$ cat src/rtl/soc_map.sv
// Shared SoC address map: region bases/masks, slave indices and decoder FSM encoding.
package soc_map;

    localparam int unsigned NUM_SLAVES = 3;

    localparam int unsigned BOOTROM = 0;
    localparam int unsigned SRAM    = 1;
    localparam int unsigned IO      = 2;

    localparam logic [31:0] BOOTROM_BASE = 32'hb000_0000;
    localparam logic [31:0] BOOTROM_MASK = 32'hffff_8000;
    localparam logic [31:0] SRAM_BASE    = 32'hb000_8000;
    localparam logic [31:0] SRAM_MASK    = 32'hffff_8000;
    localparam logic [31:0] IO_BASE      = 32'hc000_0000;
    localparam logic [31:0] IO_MASK      = 32'hffff_0000;

    typedef enum logic [1:0] {
        StIdle = 2'd0,
        StBusy = 2'd1,
        StErr  = 2'd2
    } state_e;

    function automatic logic in_region(input logic [31:0] addr, input logic [31:0] base,
                                       input logic [31:0] mask);
        return (addr & mask) == base;
    endfunction

endpackage

$ cat src/rtl/soc_addr_decode.sv
// Combinational address decoder: one-hot slave select plus a mapped/valid flag.
module soc_addr_decode
    import soc_map::*;
(
    input  logic [31:0] addr,
    output logic [2:0]  sel,
    output logic        valid
);

    always_comb begin
        sel          = '0;
        sel[BOOTROM] = in_region(addr, BOOTROM_BASE, BOOTROM_MASK);
        sel[SRAM]    = in_region(addr, SRAM_BASE, SRAM_MASK);
        sel[IO]      = in_region(addr, IO_BASE, IO_MASK);
        valid        = |sel;
    end

endmodule

$ cat src/rtl/wb_decoder.sv
// Single-master, three-slave Wishbone interconnect with bus-error termination for
// unmapped addresses and slave timeouts, plus a sticky exception/fault-address record.
module wb_decoder
    import soc_map::*;
#(
    parameter int unsigned TIMEOUT_CYCLES = 255,
    parameter int unsigned TIMEOUT_W      = 8
) (
    input  logic        clk,
    input  logic        reset,
    input  logic        i_wb_cyc,
    input  logic        i_wb_stb,
    input  logic        i_wb_we,
    input  logic [31:0] i_wb_addr,
    input  logic [31:0] i_wb_data,
    output logic [31:0] o_wb_data,
    output logic        o_wb_ack,
    output logic        o_wb_stall,
    output logic        o_wb_err,
    output logic [2:0]  o_slv_cyc,
    output logic [2:0]  o_slv_stb,
    output logic        o_slv_we,
    output logic [31:0] o_slv_addr,
    output logic [31:0] o_slv_data,
    input  logic [2:0]  i_slv_ack,
    input  logic [2:0]  i_slv_stall,
    input  logic [95:0] i_slv_data,
    output logic        o_exception,
    output logic [31:0] o_fault_addr,
    input  logic        i_exc_clr
);

    state_e               state_q, state_d;
    logic [2:0]           sel_q, sel_d;
    logic [TIMEOUT_W-1:0] cnt_q, cnt_d;
    logic [31:0]          addr_q, addr_d;
    logic [31:0]          fault_q, fault_d;
    logic                 exc_q, exc_d, exc_set;
    logic [2:0]           dec_sel;
    logic                 dec_valid;
    logic                 req, sel_stall, sel_ack;

    soc_addr_decode u_addr_decode (
        .addr  (i_wb_addr),
        .sel   (dec_sel),
        .valid (dec_valid)
    );

    assign o_slv_we     = i_wb_we;
    assign o_slv_addr   = i_wb_addr;
    assign o_slv_data   = i_wb_data;
    assign o_exception  = exc_q;
    assign o_fault_addr = fault_q;
    assign req          = i_wb_cyc & i_wb_stb;
    assign sel_stall    = |(i_slv_stall & dec_sel);
    assign sel_ack      = |(i_slv_ack & sel_q);

    always_comb begin
        state_d    = state_q;
        sel_d      = sel_q;
        cnt_d      = cnt_q;
        addr_d     = addr_q;
        fault_d    = fault_q;
        exc_set    = 1'b0;
        o_slv_cyc  = '0;
        o_slv_stb  = '0;
        o_wb_ack   = 1'b0;
        o_wb_stall = 1'b0;
        o_wb_err   = 1'b0;
        o_wb_data  = '0;

        unique case (state_q)
            StIdle: begin
                cnt_d = '0;
                if (req) begin
                    if (dec_valid) begin
                        o_slv_stb  = dec_sel;
                        o_slv_cyc  = dec_sel;
                        o_wb_stall = sel_stall;
                        if (!sel_stall) begin
                            sel_d   = dec_sel;
                            addr_d  = i_wb_addr;
                            state_d = StBusy;
                        end
                    end else begin
                        fault_d = i_wb_addr;
                        state_d = StErr;
                    end
                end
            end
            StBusy: begin
                if (!i_wb_cyc) begin
                    // Master abandoned the cycle: drop it silently.
                    state_d = StIdle;
                    cnt_d   = '0;
                end else begin
                    o_slv_cyc  = sel_q;
                    o_wb_stall = 1'b1;
                    if (sel_ack) begin
                        o_wb_ack = 1'b1;
                        for (int n = 0; n < NUM_SLAVES; n++) begin
                            if (sel_q[n]) o_wb_data = i_slv_data[32*n +: 32];
                        end
                        state_d = StIdle;
                        cnt_d   = '0;
                    end else if (cnt_q == TIMEOUT_W'(TIMEOUT_CYCLES)) begin
                        o_wb_err = 1'b1;
                        fault_d  = addr_q;
                        exc_set  = 1'b1;
                        cnt_d    = '0;
                        state_d  = StIdle;
                    end else begin
                        cnt_d = cnt_q + TIMEOUT_W'(1);
                    end
                end
            end
            StErr: begin
                state_d = StIdle;
                if (i_wb_cyc) begin
                    o_wb_err = 1'b1;
                    exc_set  = 1'b1;
                end
            end
            default: state_d = StIdle;
        endcase
    end

    // A new fault outranks a simultaneous clear.
    always_comb begin
        exc_d = exc_q;
        if (i_exc_clr) exc_d = 1'b0;
        if (exc_set)   exc_d = 1'b1;
    end

    always_ff @(posedge clk or negedge reset) begin
        if (!reset) begin
            state_q <= StIdle;
            sel_q   <= '0;
            cnt_q   <= '0;
            addr_q  <= '0;
            fault_q <= '0;
            exc_q   <= 1'b0;
        end else begin
            state_q <= state_d;
            sel_q   <= sel_d;
            cnt_q   <= cnt_d;
            addr_q  <= addr_d;
            fault_q <= fault_d;
            exc_q   <= exc_d;
        end
    end

endmodule

$ cat config.mk
export PLATFORM = sky130hd
export DESIGN_NAME = wb_decoder
export DESIGN_NICKNAME = d
export VERILOG_FILES = /design/src/rtl/soc_map.sv /design/src/rtl/soc_addr_decode.sv /design/src/rtl/wb_decoder.sv
export SDC_FILE = /design/constraint.sdc
export NUM_CORES = 1
export LEC_CHECK = 0
export BUFFER_PORTS_ARGS = -buffer_cell sky130_fd_sc_hd__buf_2
export CORE_AREA = 2 2 130 132
export DETAILED_ROUTE_END_ITERATION = 12
export DIE_AREA = 0 0 132 134
export PLACE_DENSITY = 0.62
export SETUP_SLACK_MARGIN = 0.05
export SYNTH_ARGS = -nofsm -noshare
export SYNTH_HDL_FRONTEND = slang
export SYNTH_HIERARCHICAL = 1
export SYNTH_SLANG_ARGS = --single-unit
$ cat constraint.sdc
create_clock -name clk -period 4.6 [get_ports clk]
set_input_delay 0.92 -clock clk [delete_from_list [all_inputs] [get_ports clk]]
set_output_delay 0.92 -clock clk [all_outputs]
set_load 0.01 [all_outputs]
==> reports/qor.yml <==
r2r_start: "sel_q[1]"
hold_class: "flop to flop"
drt_iter0_markers: 124
slew_headroom: 0.319
cts_hold_buf: 0
cts_root_buffer: "clkbuf_16"
fmax_mhz: 272
hold_end: "o_fault_addr[30]"
cp.required_ns: 3.68
cts_tree: "built"
htree_levels: 3
dr.pass1.iters: 4
hold_depth: 1
cts_buffers: 9
final_common_cell: "buf_2"
timing.final.crit_period_ns: 3.67
drc: 0
post_synth_inst_count: 455
synth_nets: 631
grtUsageTotal: 0.166
vias: 4195
wl_per_cell_um: 18.1
synth_compound_area_frac: 0.155
ios: 311
power_density_nw_per_um2: 333
critPathCaptureType: "output port"
leakage_nw: 3.09
finalSetupViolCount: 0
clockBufferDepth: 2
design_area_um2: 6170
reg2reg_to: "o_fault_addr[5]"
totalWireLength_mm: 15.3
antenna_found_initial: 1
final_cell_mix: "buf_2 (243), dfrtp_1 (77), mux2_2 (70), inv_1 (39)"
period_share: 0.798
cts_sinks: 78
vias_per_cell: 4.96
netlist_top_cells_area: "dfrtp_1 (40%), mux2_2 (16%), buf_4 (9.9%)"
clk_pin_slew_ns: 0.06
ir_drop_uv: 308
num_rows: 47
synthXorXnorAreaFrac: 0.00177
mappedNetlistArea_um2: 4940
yosysSeqAreaShare: 0.395
place_area_um2: 5880
overflow: 0
initial_core_util: 0.303
hold_violations: 0
die-area_um2: 17700
reg2regPathDepth: 7
r2r_slack_ns: 1.73
synth_cell_types: 43
cp.arrival_ns: 2.75
clkLatencyLatePin_ns: 0.33
gp_congestion: 0.794
core-area_um2: 16300
synthArstFlopShare: 1.00
critPathLaunchType: "input port"
min_from: "o_fault_addr[30]"
dieHeight_um: 134
synth_edf_count: 0
rsz0062_at_grt: "false"
tns_ns: 0
cts_resized: 0
grt_pass1_vias: 3992
crit_fanout: 25
hpwl_mm: 11.5
cap_violations: 0
synth_seq_cells: 78
skew_ns: 0.00637
nets: 796
drtAntennaViolNets: 0
cts_setup_buffers: 0
syn_to_final_growth_pct: 25.0
synth_top_family_by_area: "multiplexers"
yosys.area_share.simple: 0.0499
synth_ff_type: "dfrtp_1"
synthAdderAreaFrac: 0.0101
path_class: "input port to output port"
worst_pin_slew_ns: 1.02
yosysTopAreaCell: "dfrtp_1"
grt_pass1_wl_mm: 22.8
grt_max_degree: 79
drive_above_1_share: 0.550
drv_slew: 0
synth_mux_area_frac: 0.228
io_buffers: 244
fp.dieW_um: 132
num_antenna_cells: 0
status: "finished, final reports clean"
synth.top_cell.area_share: 0.395
avgSynthCellArea_um2: 10.9
yosysWarnings: 6
==> through the flow <==
step	power [mW]	instances	worst slack (ns)	utilization	hold slack, ns
finish	2.05	845	0.929	0.379	0.481
global route	2.16	845	0.749	0.379	0.500
detailed placement	1.36	829	0.897	0.361	0.469
floorplan	1.15	455	1.56	-	0.474
CTS	2.08	845	0.894	0.379	0.483
global placement	1.35	829	1.07	0.361	0.464
==> critical path, stage by stage <==
cell and delay (ns):
buf_2 0.17, nand2_1 0.49, buf_4 0.38, a2111oi_0 0.54, buf_2 0.23
==> layout make-up <==
| class | count | area (um2) |
|---|---|---|
| Tap cell | 220 | 275 |
| Clock buffer | 13 | 250 |
| Multi-Input combinational cell | 239 | 2210 |
| Timing Repair Buffer | 253 | 1290 |
| Sequential cell | 78 | 1950 |
| Fill cell | 1616 | 10100 |
| Clock inverter | 3 | 43.8 |
| Inverter | 39 | 146 |
==> cell usage after synthesis, drive strengths merged (2+ instances only) <==
cell / instances
ha: 4
o21ai: 7
nand2: 9
nand3b: 2
and2: 5
o22ai: 2
nor4: 2
a222oi: 2
dfrtp: 78
nand4: 3
and4: 3
buf: 71
a21o: 4
inv: 39
o211a: 2
a21oi: 2
a221oi: 32
nor2: 6
a22o: 2
a2111oi: 32
nand3: 3
mux2: 100
nor3: 2
clkbuf: 28
==> power breakdown <==
part / switching (mW) / internal (mW) / total [mW]
clock: 0.283 / 0.436 / 0.719
sequential: 0.0524 / 0.802 / 0.855
combinational: 0.252 / 0.229 / 0.481
==> sequential cells by signal (all words and copies together), names as in the netlist <==
| register | count |
|---|---|
| cnt_q | 8 |
| sel_q | 3 |
| state_q | 2 |
| addr_q | 32 |
| o_fault_addr | 32 |
| o_exception | 1 |
==> worst max path at each step <==
stage / from / to / depth (start not counted)
3_3_place_gp: i_wb_addr[16] / o_wb_stall / 7
2_1_floorplan: i_wb_addr[28] / o_slv_cyc[1] / 5
6_report: i_wb_cyc / o_wb_data[29] / 5
5_1_grt: i_wb_cyc / o_wb_data[29] / 5
4_1_cts: i_wb_cyc / o_wb_data[29] / 5
3_5_place_dp: i_wb_cyc / o_wb_data[29] / 5
==> metal layers <==
layer | vias up | part of all wire | wire length, um | GRT usage
met3 | 22 | 0.10 | 1540 | 0.0650
met1 | 1971 | 0.43 | 6570 | 0.212
met2 | 242 | 0.45 | 6850 | 0.260
li1 | 1958 | - | - | -
met5 | - | 0.00085 | 13 | 0
met4 | 2 | 0.023 | 353 | 0.0531
==> cells by family (layout without fill, tap and decap cells) <==
| group | Yosys count | after routing |
|---|---|---|
| AOI/OAI and AO/OA | 92 | 92 |
| and+or+nand+nor | 42 | 42 |
| xor gates and xnor gates | 1 | 1 |
| buffers and inverters | 138 | 308 |
| adders and majority gates | 4 | 4 |
| muxes | 100 | 100 |
| DFF | 78 | 78 |
Note: power is estimated with default switching activity, not from simulation.
